### config.mk
export PLATFORM = sky130hd
export DESIGN_NAME = perceptron_mac
export DESIGN_NICKNAME = d
export VERILOG_FILES = /design/src/rtl/perceptron_pkg.sv /design/src/rtl/fxp_resolve.sv /design/src/rtl/sigmoid_unit.sv /design/src/rtl/perceptron_mac.sv
export SDC_FILE = /design/constraint.sdc
export NUM_CORES = 2
export LEC_CHECK = 0
export BUFFER_PORTS_ARGS = -buffer_cell sky130_fd_sc_hd__buf_2
export CAP_MARGIN = 20
export CORE_UTILIZATION = 50
export DETAILED_ROUTE_END_ITERATION = 16
export GPL_TIMING_DRIVEN = 0
export HOLD_SLACK_MARGIN = 0.08
export PLACE_DENSITY = 0.68
export SYNTH_ARGS = -nofsm -noshare
export SYNTH_HDL_FRONTEND = slang
export SYNTH_SLANG_ARGS = --single-unit
### constraint.sdc
create_clock -name clk -period 20.6 [get_ports clk]
set_input_delay 0 -clock clk [delete_from_list [all_inputs] [get_ports clk]]
set_output_delay 0 -clock clk [all_outputs]
set_load 0.03 [all_outputs]
### src/rtl/perceptron_pkg.sv
// Shared definitions for the perceptron_mac neuron: FSM state encoding,
// default Q8.24 format constants and the accumulator-width helper.
package perceptron_pkg;

  // FSM state encoding, kept as plain constants for legacy tooling
  localparam logic [1:0] ST_IDLE = 2'd0;
  localparam logic [1:0] ST_MAC  = 2'd1;
  localparam logic [1:0] ST_ACT  = 2'd2;
  localparam logic [1:0] ST_DONE = 2'd3;

  // Default geometry of the neuron
  localparam int DWIDTH_DEF = 32;
  localparam int FRAC_DEF   = 24;
  localparam int NIN_DEF    = 4;

  // Q-format landmarks at the default width/format
  localparam logic [DWIDTH_DEF-1:0] ONE_Q = DWIDTH_DEF'(1) << FRAC_DEF;
  localparam logic [DWIDTH_DEF-1:0] MAX_Q = {1'b0, {(DWIDTH_DEF-1){1'b1}}};
  localparam logic [DWIDTH_DEF-1:0] MIN_Q = {1'b1, {(DWIDTH_DEF-1){1'b0}}};

  // Accumulator width: room for NIN full-scale products plus the bias
  // without ever wrapping internally.
  function automatic int acc_width(input int dwidth, input int nin);
    return dwidth + $clog2(nin) + 1;
  endfunction

  // Index counter width; a single-input neuron still needs one bit.
  function automatic int idx_width(input int nin);
    return (nin > 1) ? $clog2(nin) : 1;
  endfunction

endpackage

### src/rtl/fxp_resolve.sv
// fxp_resolve: narrows the wide accumulator to the output data width.
// Build option PERCEPTRON_MAC_SAT_EN selects clamping (with a flag) over
// plain truncation to the low bits.
module fxp_resolve
  import perceptron_pkg::*;
#(
  parameter int IN_W  = 35,
  parameter int OUT_W = 32
) (
  input  logic [IN_W-1:0]  a,
  output logic [OUT_W-1:0] y,
  output logic             sat
);

`ifdef PERCEPTRON_MAC_SAT_EN
  // All bits from the output sign bit upward must agree for the value to fit
  logic [IN_W-OUT_W:0] head;
  logic                fits;

  assign head = a[IN_W-1:OUT_W-1];
  assign fits = (&head) | ~(|head);

  // Clamp to the most positive / most negative code when the value does not fit
  always_comb begin
    y   = a[OUT_W-1:0];
    sat = 1'b0;
    if (!fits) begin
      sat = 1'b1;
      y   = a[IN_W-1] ? {1'b1, {(OUT_W-1){1'b0}}} : {1'b0, {(OUT_W-1){1'b1}}};
    end
  end
`else
  // Wrap mode discards the high accumulator bits on purpose
  logic unused_high;

  assign unused_high = ^a[IN_W-1:OUT_W];
  assign y           = a[OUT_W-1:0];
  assign sat         = 1'b0;
`endif

endmodule

### src/rtl/sigmoid_unit.sv
// sigmoid_unit: combinational piecewise-linear sigmoid in the neuron's
// Q format. Segments on |x|: >=5 -> 1, [2.375,5) -> |x|/32+0.84375,
// [1,2.375) -> |x|/8+0.625, [0,1) -> |x|/4+0.5; negative x gives 1-f(|x|).
module sigmoid_unit
  import perceptron_pkg::*;
#(
  parameter int DWIDTH = 32,
  parameter int FRAC   = 24
) (
  input  logic [DWIDTH-1:0] a,
  output logic [DWIDTH-1:0] y
);

  localparam logic [DWIDTH:0] ONE   = (DWIDTH+1)'(1)  << FRAC;
  localparam logic [DWIDTH:0] X5    = (DWIDTH+1)'(5)  << FRAC;
  localparam logic [DWIDTH:0] X2375 = (DWIDTH+1)'(19) << (FRAC-3);
  localparam logic [DWIDTH:0] C1    = (DWIDTH+1)'(1)  << (FRAC-1);
  localparam logic [DWIDTH:0] C2    = (DWIDTH+1)'(5)  << (FRAC-3);
  localparam logic [DWIDTH:0] C3    = (DWIDTH+1)'(27) << (FRAC-5);

  logic            neg;
  logic [DWIDTH:0] a_ext;
  logic [DWIDTH:0] mag;
  logic [DWIDTH:0] pos_y;
  logic [DWIDTH:0] y_full;
  logic            unused_top;

  // One extra bit lets the magnitude of the most negative code be represented
  assign neg   = a[DWIDTH-1];
  assign a_ext = {a[DWIDTH-1], a};
  assign mag   = neg ? (~a_ext + (DWIDTH+1)'(1)) : a_ext;

  // Evaluate the positive half of the curve on the magnitude
  always_comb begin
    pos_y = ONE;
    if (mag >= X5) begin
      pos_y = ONE;
    end else if (mag >= X2375) begin
      pos_y = (mag >> 5) + C3;
    end else if (mag >= ONE) begin
      pos_y = (mag >> 3) + C2;
    end else begin
      pos_y = (mag >> 2) + C1;
    end
  end

  // Mirror around 0.5 for negative inputs; the result always lies in [0,1]
  assign y_full     = neg ? (ONE - pos_y) : pos_y;
  assign y          = y_full[DWIDTH-1:0];
  assign unused_top = y_full[DWIDTH];

endmodule

### src/rtl/perceptron_mac.sv
// perceptron_mac: NIN-input fixed-point neuron, y = act(sum x[i]*w[i] + bias),
// using one shared multiplier and one accumulator (one product per clock).
// Valid/ready on both sides; act_sel picks sigmoid (0) or linear (1).
// Build option PERCEPTRON_MAC_SAT_EN enables saturation of the final result
// (see fxp_resolve); without it the result wraps and sat_flag stays 0.
module perceptron_mac
  import perceptron_pkg::*;
#(
  parameter int DWIDTH = DWIDTH_DEF,
  parameter int FRAC   = FRAC_DEF,
  parameter int NIN    = NIN_DEF
) (
  input  logic                  clk,
  input  logic                  rst,
  input  logic                  in_valid,
  output logic                  in_ready,
  input  logic [NIN*DWIDTH-1:0] x_flat,
  input  logic [NIN*DWIDTH-1:0] w_flat,
  input  logic [DWIDTH-1:0]     bias,
  input  logic                  act_sel,
  output logic                  out_valid,
  input  logic                  out_ready,
  output logic [DWIDTH-1:0]     out,
  output logic                  sat_flag
);

  localparam int ACC_W = acc_width(DWIDTH, NIN);
  localparam int IDX_W = idx_width(NIN);
  localparam logic [IDX_W-1:0] LAST_IDX = IDX_W'(NIN - 1);

  logic [1:0]              state;
  logic [IDX_W-1:0]        idx;
  logic [ACC_W-1:0]        acc;
  logic [DWIDTH-1:0]       x_reg [NIN];
  logic [DWIDTH-1:0]       w_reg [NIN];
  logic                    act_reg;

  logic [DWIDTH-1:0]       x_sel;
  logic [DWIDTH-1:0]       w_sel;
  logic signed [2*DWIDTH-1:0] prod;
  logic [DWIDTH-1:0]       prod_t;
  logic                    unused_prod;

  logic [DWIDTH-1:0]       resolved;
  logic                    res_sat;
  logic [DWIDTH-1:0]       sig_y;

  // Only an idle neuron takes a new operand set; reset parks the FSM in IDLE
  assign in_ready = (state == ST_IDLE);

  // Shared multiplier: full-width signed product, then an arithmetic shift by
  // FRAC (rounding toward -inf) and keep the low DWIDTH bits.
  assign x_sel  = x_reg[idx];
  assign w_sel  = w_reg[idx];
  assign prod   = $signed({{DWIDTH{x_sel[DWIDTH-1]}}, x_sel}) *
                  $signed({{DWIDTH{w_sel[DWIDTH-1]}}, w_sel});
  assign prod_t = prod[FRAC +: DWIDTH];
  assign unused_prod = ^{prod[2*DWIDTH-1:FRAC+DWIDTH], prod[FRAC-1:0]};

  fxp_resolve #(
    .IN_W  (ACC_W),
    .OUT_W (DWIDTH)
  ) u_resolve (
    .a   (acc),
    .y   (resolved),
    .sat (res_sat)
  );

  sigmoid_unit #(
    .DWIDTH (DWIDTH),
    .FRAC   (FRAC)
  ) u_sigmoid (
    .a (resolved),
    .y (sig_y)
  );

  // Transaction FSM: capture operands, accumulate one product per cycle,
  // register the activated result and hold it until the consumer takes it.
  always_ff @(posedge clk or posedge rst) begin
    if (rst) begin
      state     <= ST_IDLE;
      idx       <= '0;
      acc       <= '0;
      act_reg   <= 1'b0;
      out       <= '0;
      out_valid <= 1'b0;
      sat_flag  <= 1'b0;
      for (int i = 0; i < NIN; i++) begin
        x_reg[i] <= '0;
        w_reg[i] <= '0;
      end
    end else begin
      case (state)
        ST_IDLE: begin
          if (in_valid) begin
            for (int i = 0; i < NIN; i++) begin
              x_reg[i] <= x_flat[i*DWIDTH +: DWIDTH];
              w_reg[i] <= w_flat[i*DWIDTH +: DWIDTH];
            end
            act_reg <= act_sel;
            acc     <= {{(ACC_W-DWIDTH){bias[DWIDTH-1]}}, bias};
            idx     <= '0;
            state   <= ST_MAC;
          end
        end
        ST_MAC: begin
          acc <= acc + {{(ACC_W-DWIDTH){prod_t[DWIDTH-1]}}, prod_t};
          idx <= idx + IDX_W'(1);
          if (idx == LAST_IDX) begin
            state <= ST_ACT;
          end
        end
        ST_ACT: begin
          out       <= act_reg ? resolved : sig_y;
          sat_flag  <= res_sat;
          out_valid <= 1'b1;
          state     <= ST_DONE;
        end
        default: begin
          if (out_ready) begin
            out_valid <= 1'b0;
            state     <= ST_IDLE;
          end
        end
      endcase
    end
  end

endmodule

=== Word level (Yosys, flattened, before mapping) ===
Cells that the tools add are included.

* $add $sub $neg: 7
* Multipliers: 1
* Magnitude comparators: 4
* Equal/unequal tests: 5
* Multiplexer cells: 22
* Bitwise operators: 3
* Reduce and logical (&&, ||, !) cells: 9

{| class="wikitable"
|+ Operators with widths
! cell !! number
|-
| 2-to-1 mux 32 bit || 9
|-
| binary-select mux 32 bit (select 2 bit) || 2
|-
| one-hot mux 35 bit (2 select lines) || 1
|-
| multiplier 32 x 32 -> 56 bit || 1
|-
| adder 35 bit || 1
|-
| 2-to-1 mux 35 bit || 1
|-
| adder 33 x 1 -> 33 bit, second input constant || 1
|-
| >= comparator 33 x 25 -> 1 bit, second input constant || 1
|-
| >= comparator 33 x 26 -> 1 bit, second input constant || 1
|-
| >= comparator 33 x 27 -> 1 bit, second input constant || 1
|-
| 2-to-1 mux 33 bit || 1
|-
| NOT 33 bit || 1
|-
| adder 31 x 24 -> 32 bit, second input constant || 1
|-
| subtractor 25 x 32 -> 32 bit, first input constant || 1
|-
| adder 30 x 24 -> 31 bit, second input constant || 1
|-
| adder 28 x 24 -> 29 bit, second input constant || 1
|-
| 2-to-1 mux 2 bit || 4
|-
| one-hot mux 2 bit (3 select lines) || 1
|-
| AND reduction 2 bit || 3
|-
| == test 2 bit, second input constant || 2
|-
| != test 2 bit, second input constant || 2
|-
| one-hot mux 2 bit (2 select lines) || 1
|-
| nonzero test 2 bit || 2
|-
| nonzero test 4 bit || 1
|-
| 10 further kinds || 10
|}

* Register bits after elaboration: 329
* Bits of input ports: 293
* Logic and storage cells: 65

=== Logic depth before layout (Yosys ltp) ===
* Depth in word-level cells: 10
* Mapped depth: 49

=== Hierarchy ===
Synthesis repeated with hierarchy kept, for this count alone.

* Cells, all modules: 5287
* Area, all modules: 51314.2 µm²

{| class="wikitable"
|+ By module, submodules not included
! module !! times used !! cells each !! area each (µm²) !! seq. area each (µm²)
|-
| perceptron_mac || 1 || 4808 || 48049.8 || 8257.9
|-
| sigmoid_unit || 1 || 445 || 3012.9 || 0.0
|-
| fxp_resolve || 1 || 34 || 251.5 || 0.0
|}

=== Least setup slack after synthesis ===
Ideal clock, no wire load.

* Path kind: reg2reg
* Start: reg idx[1]
* End: reg acc[29]
* Library setup time: 0.099 ns
* Data arrival time: 11.534 ns
* Path slack: 8.967 ns
* Stages on the path, launching flop included: 45
* Buffers on the path: 6
* Cell sequence: dfrtp_1 buf_1 buf_1 clkbuf_1 buf_1 clkbuf_1 mux2i_1 nand2_1 o21ai_0 clkbuf_1 nor2_1 fa_1 fa_1 fa_1 inv_1 fa_1 inv_1 fa_1 (+9 left out) o21ai_0 o31ai_1 a21oi_1 nor2b_1 o21a_1 nor2_1 xnor2_1 ha_1 nand2_1 nor2_1 o21ai_0 or3_1 a31oi_1 a211o_1 a41o_1 nor2_1 xor2_1 a311oi_1

* Cells in the longest elaborated chain, start to end: 7
* Elaborated cells on any way between the ends: 10
* Those cells by class: add/sub: 1; mul: 1; mux: 7; bitwise: 1

{| class="wikitable"
|+ RTL lines
! element !! line !! source
|-
| from (decl) || perceptron_mac.sv:32 || <nowiki>logic [IDX_W-1:0] idx;</nowiki>
|-
| from (signal assigned) || perceptron_mac.sv:108 || <nowiki>idx <= idx + IDX_W'(1);</nowiki>
|-
| NOT 2 -> 3 bit (implied by the code) * || perceptron_mac.sv:53, perceptron_mac.sv:54 ||
|-
| binary-select mux 32 bit (select 2 bit), on equally long branches || perceptron_mac.sv:53, perceptron_mac.sv:54 ||
|-
| 2-to-1 mux 32 bit, on equally long branches (2 in series) || perceptron_mac.sv:53, perceptron_mac.sv:54 ||
|-
| multiplier 32 x 32 -> 56 bit * || perceptron_mac.sv:55 || <nowiki>assign prod = $signed({{DWIDTH{x_sel[DWIDTH-1]}}, x_sel}) *</nowiki>
|-
| adder 35 bit * || perceptron_mac.sv:107 || <nowiki>acc <= acc + {{(ACC_W-DWIDTH){prod_t[DWIDTH-1]}}, prod_t};</nowiki>
|-
| one-hot mux 35 bit (2 select lines) * || perceptron_mac.sv:93 || <nowiki>case (state)</nowiki>
|-
| to (signal assigned) || perceptron_mac.sv:101 || <nowiki>acc <= {{(ACC_W-DWIDTH){bias[DWIDTH-1]}}, bias};</nowiki>
|-
| to (signal assigned) || perceptron_mac.sv:107 ||
|-
| to (decl) || perceptron_mac.sv:33 || <nowiki>logic [ACC_W-1:0] acc;</nowiki>
|}

Every way passes the cells marked *; elsewhere a longest branch is shown, timed or not. The select of a mux whose other input is x is not followed.
A chain may end at the register's enable or synchronous reset.

=== Worst setup path in the final report ===
* Start: reg idx[1]
* End: reg acc[31]

Same word-level chain as after synthesis.

==> impl_metrics.env <==
export IMPL_status="completed"
export IMPL_vias=42900
export IMPL_cts_root_buf="clkbuf_16"
export IMPL_setup_viol=0
export IMPL_grtUsageTotal_pct=40.4
export IMPL_finalSetupTns_ns=0
export IMPL_routedWlPerCell_microns=28.1
export IMPL_min_period_ns=16.27
export IMPL_fill_cells=8527
export IMPL_htree_num_levels=2
export IMPL_nNetsFinal=7382
export IMPL_clk_pin_slew_ns=0.06
export IMPL_final_cell_mix="fa_1 (983), inv_1 (912), nand2_1 (631)"
export IMPL_gp_congestion=1.04
export IMPL_start_util_pct=50.8
export IMPL_async_reset_ff_share_pct=100
export IMPL_worstPathArrival_ns=16.78
export IMPL_critical_path_most_common_cell="fa_1"
export IMPL_placement_io_buffers=326
export IMPL_ys_seq_area_share_pct=16.2
export IMPL_synth_area_sq_um=50200
export IMPL_clock_sinks=326
export IMPL_synth_edff_count=0
export IMPL_rows=115
export IMPL_tightest_slew_ns=1.35
export IMPL_synthCells=5191
export IMPL_max_slew_margin_rel_pct=9.29
export IMPL_cts_tree="done"
export IMPL_cp_end_kind="flip-flop"
export IMPL_cts_made_buffers=38
export IMPL_grt_pass1_wl_microns=295000
export IMPL_finClkSkew_ns=0.0210
export IMPL_critPathRequiredTime_ns=21.11
export IMPL_start_kind="flip-flop"
export IMPL_drtIter0Drc=4764
export IMPL_clkLatencyLatePin_ns=0.61
export IMPL_post_dp_hpwl_microns=161000
export IMPL_dieArea_sq_um=102000
export IMPL_rsz0062_at_grt="false"
export IMPL_crit_path_max_incr_delay_ns=0.88
export IMPL_dieHeight_microns=319
export IMPL_cts_buffer_depth=3
export IMPL_finalHoldViolCount=0
export IMPL_routed_wl_microns=204000
export IMPL_synth_seq_cells=326
export IMPL_ios=328
export IMPL_syn_area_per_cell_sq_um=9.68
export IMPL_antenna_found_initial=30
export IMPL_drc_errors=0
export IMPL_layout_commonest_cell="fa_1"
export IMPL_grt_overflow_total=0
export IMPL_cts_setup_buffers=0
export IMPL_syn_num_nets=6685
export IMPL_grt_pass1_vias=44700
export IMPL_crit_buf_inv=12
export IMPL_area_delta_synth_final_pct=16.2
export IMPL_synth_cell_type_count=90
export IMPL_fin_crit_sh_pct=79.0
export IMPL_synth_flop_cell="dfrtp_1"
export IMPL_path_class="reg2reg"
export IMPL_hold_path_class="in2async"
export IMPL_clock_fmax_ghz=0.0615
export IMPL_drive_gt1_share_pct=13.9
export IMPL_cts_resized_gates=0
export IMPL_cap_violations=0
export IMPL_hold_ws_ns=0.0821
export IMPL_core_area_sq_um=99000
export IMPL_place_ws_ns=4.14
export IMPL_first_pass_iters=6
export IMPL_ys_warn_count=0
export IMPL_antenna_left=0
export IMPL_crit_family="buffers and inverters"
export IMPL_vias_per_cell=5.92
export IMPL_die_w_microns=319
export IMPL_slowest_stage="clkbuf_1"
export IMPL_setup_ws_ns=4.33
export IMPL_cp_max_fo=10
export IMPL_final_util_pct=59.0
export IMPL_grt_max_degree=134
export IMPL_slew_violations=0
## cell type report
| cell class | instances | area (sq um) | share of cell area [%] |
|---|---|---|---|
| timing repair buffer | 657 | 4990 | 8.55 |
| sequential | 326 | 8160 | 14.0 |
| clock inverter | 20 | 292 | 0.499 |
| tap | 1287 | 1610 | 2.76 |
| multi-input combinational | 3678 | 37600 | 64.5 |
| antenna | 32 | 80.1 | 0.137 |
| buffer | 273 | 1070 | 1.83 |
| clock buffer | 50 | 1110 | 1.90 |
| inverter | 914 | 3440 | 5.89 |
## worst register-to-register path, delay by kind of cell, from the launching register on
| family | cells | cell delay, ns |
|---|---|---|
| buffers and inverters | 12 | 4.73 |
| adder cells (fa/ha/maj) | 10 | 4.15 |
| AO/OA/AOI/OAI | 11 | 2.77 |
| AND/OR/NAND/NOR | 12 | 2.71 |
| XOR/XNOR | 2 | 0.83 |
| flip-flops | 1 | 0.57 |
| multiplexers | 2 | 0.43 |
## timing repair
| action | 4_1_cts | 5_1_grt |
|---|---|---|
| endpoints found under the hold margin | 388 | 0 |
| hold buffers | 292 | 0 |
| endpoints found under the setup margin | 0 | 0 |
## synth_stat cells, types with 18 or more instances
library cell / count / share of area, %
a31oi_1: 18 / 0.22
inv_1: 913 / 6.8
a21oi_1: 90 / 0.90
buf_1: 30 / 0.22
o21ai_1: 37 / 0.37
o21a_1: 73 / 1.1
nand2_1: 631 / 4.7
nor2b_1: 24 / 0.30
a21o_1: 32 / 0.48
xnor2_1: 91 / 1.6
nor2_1: 571 / 4.3
o21ai_0: 92 / 0.92
xor2_1: 35 / 0.61
dfrtp_1: 326 / 16
clkbuf_1: 229 / 1.7
and2_1: 44 / 0.55
or3_1: 22 / 0.27
ha_1: 218 / 5.4
a211oi_1: 21 / 0.31
mux2_2: 318 / 7.1
nor3_1: 38 / 0.38
nand3_1: 35 / 0.35
fa_1: 983 / 39
mux2i_1: 99 / 2.0
## metal layers
layer | global-route usage, % | routed length [microns] | part of all wire [%]
met2 | 61.1 | 89700 | 44
met3 | 10.6 | 21900 | 11
met4 | 27.0 | 16400 | 8.0
met1 | 51.0 | 75300 | 37
met5 | 1.28 | 250 | 0.12
## kinds of logic (layout without fill, tap and decap cells)
| logic type | Yosys count | after routing | synth area share (%) |
|---|---|---|---|
| DFF | 326 | 326 | 16.2 |
| adders and majority gates | 1201 | 1201 | 44.6 |
| other | 1 | 33 | 0.00746 |
| buffers and inverters | 1187 | 1914 | 8.96 |
| xor gates and xnor gates | 126 | 126 | 2.20 |
| muxes | 429 | 429 | 9.64 |
| and+or+nand+nor | 1452 | 1452 | 12.2 |
| AOI/OAI and AO/OA | 469 | 469 | 6.20 |
## worst paths after layout
kind / from / to / slack (ns) / cells past startpoint
min: rst / w_reg[1] / 0.08 / 3
max: idx[1] / acc[31] / 4.33 / 49
min in group clk: w_flat[3] / w_reg[99] / 0.17 / 3
max reg2reg: idx[1] / acc[31] / 4.33 / 49
min reg2reg: out[3] / out[3] / 0.48 / 1
max in group asynchronous: rst / w_reg[105] / 19.35 / 4
## per-stage QoR
stage,std cells,instance area (sq um)
floorplan,5191,50200
global placement,6804,53500
detailed placement,6839,53900
CTS,7201,58200
global route,7226,58300
finish,7237,58400
Power is left out: the tool's default activity adds up to more than one toggle a clock period on the data nets, which glitch-free logic cannot reach.
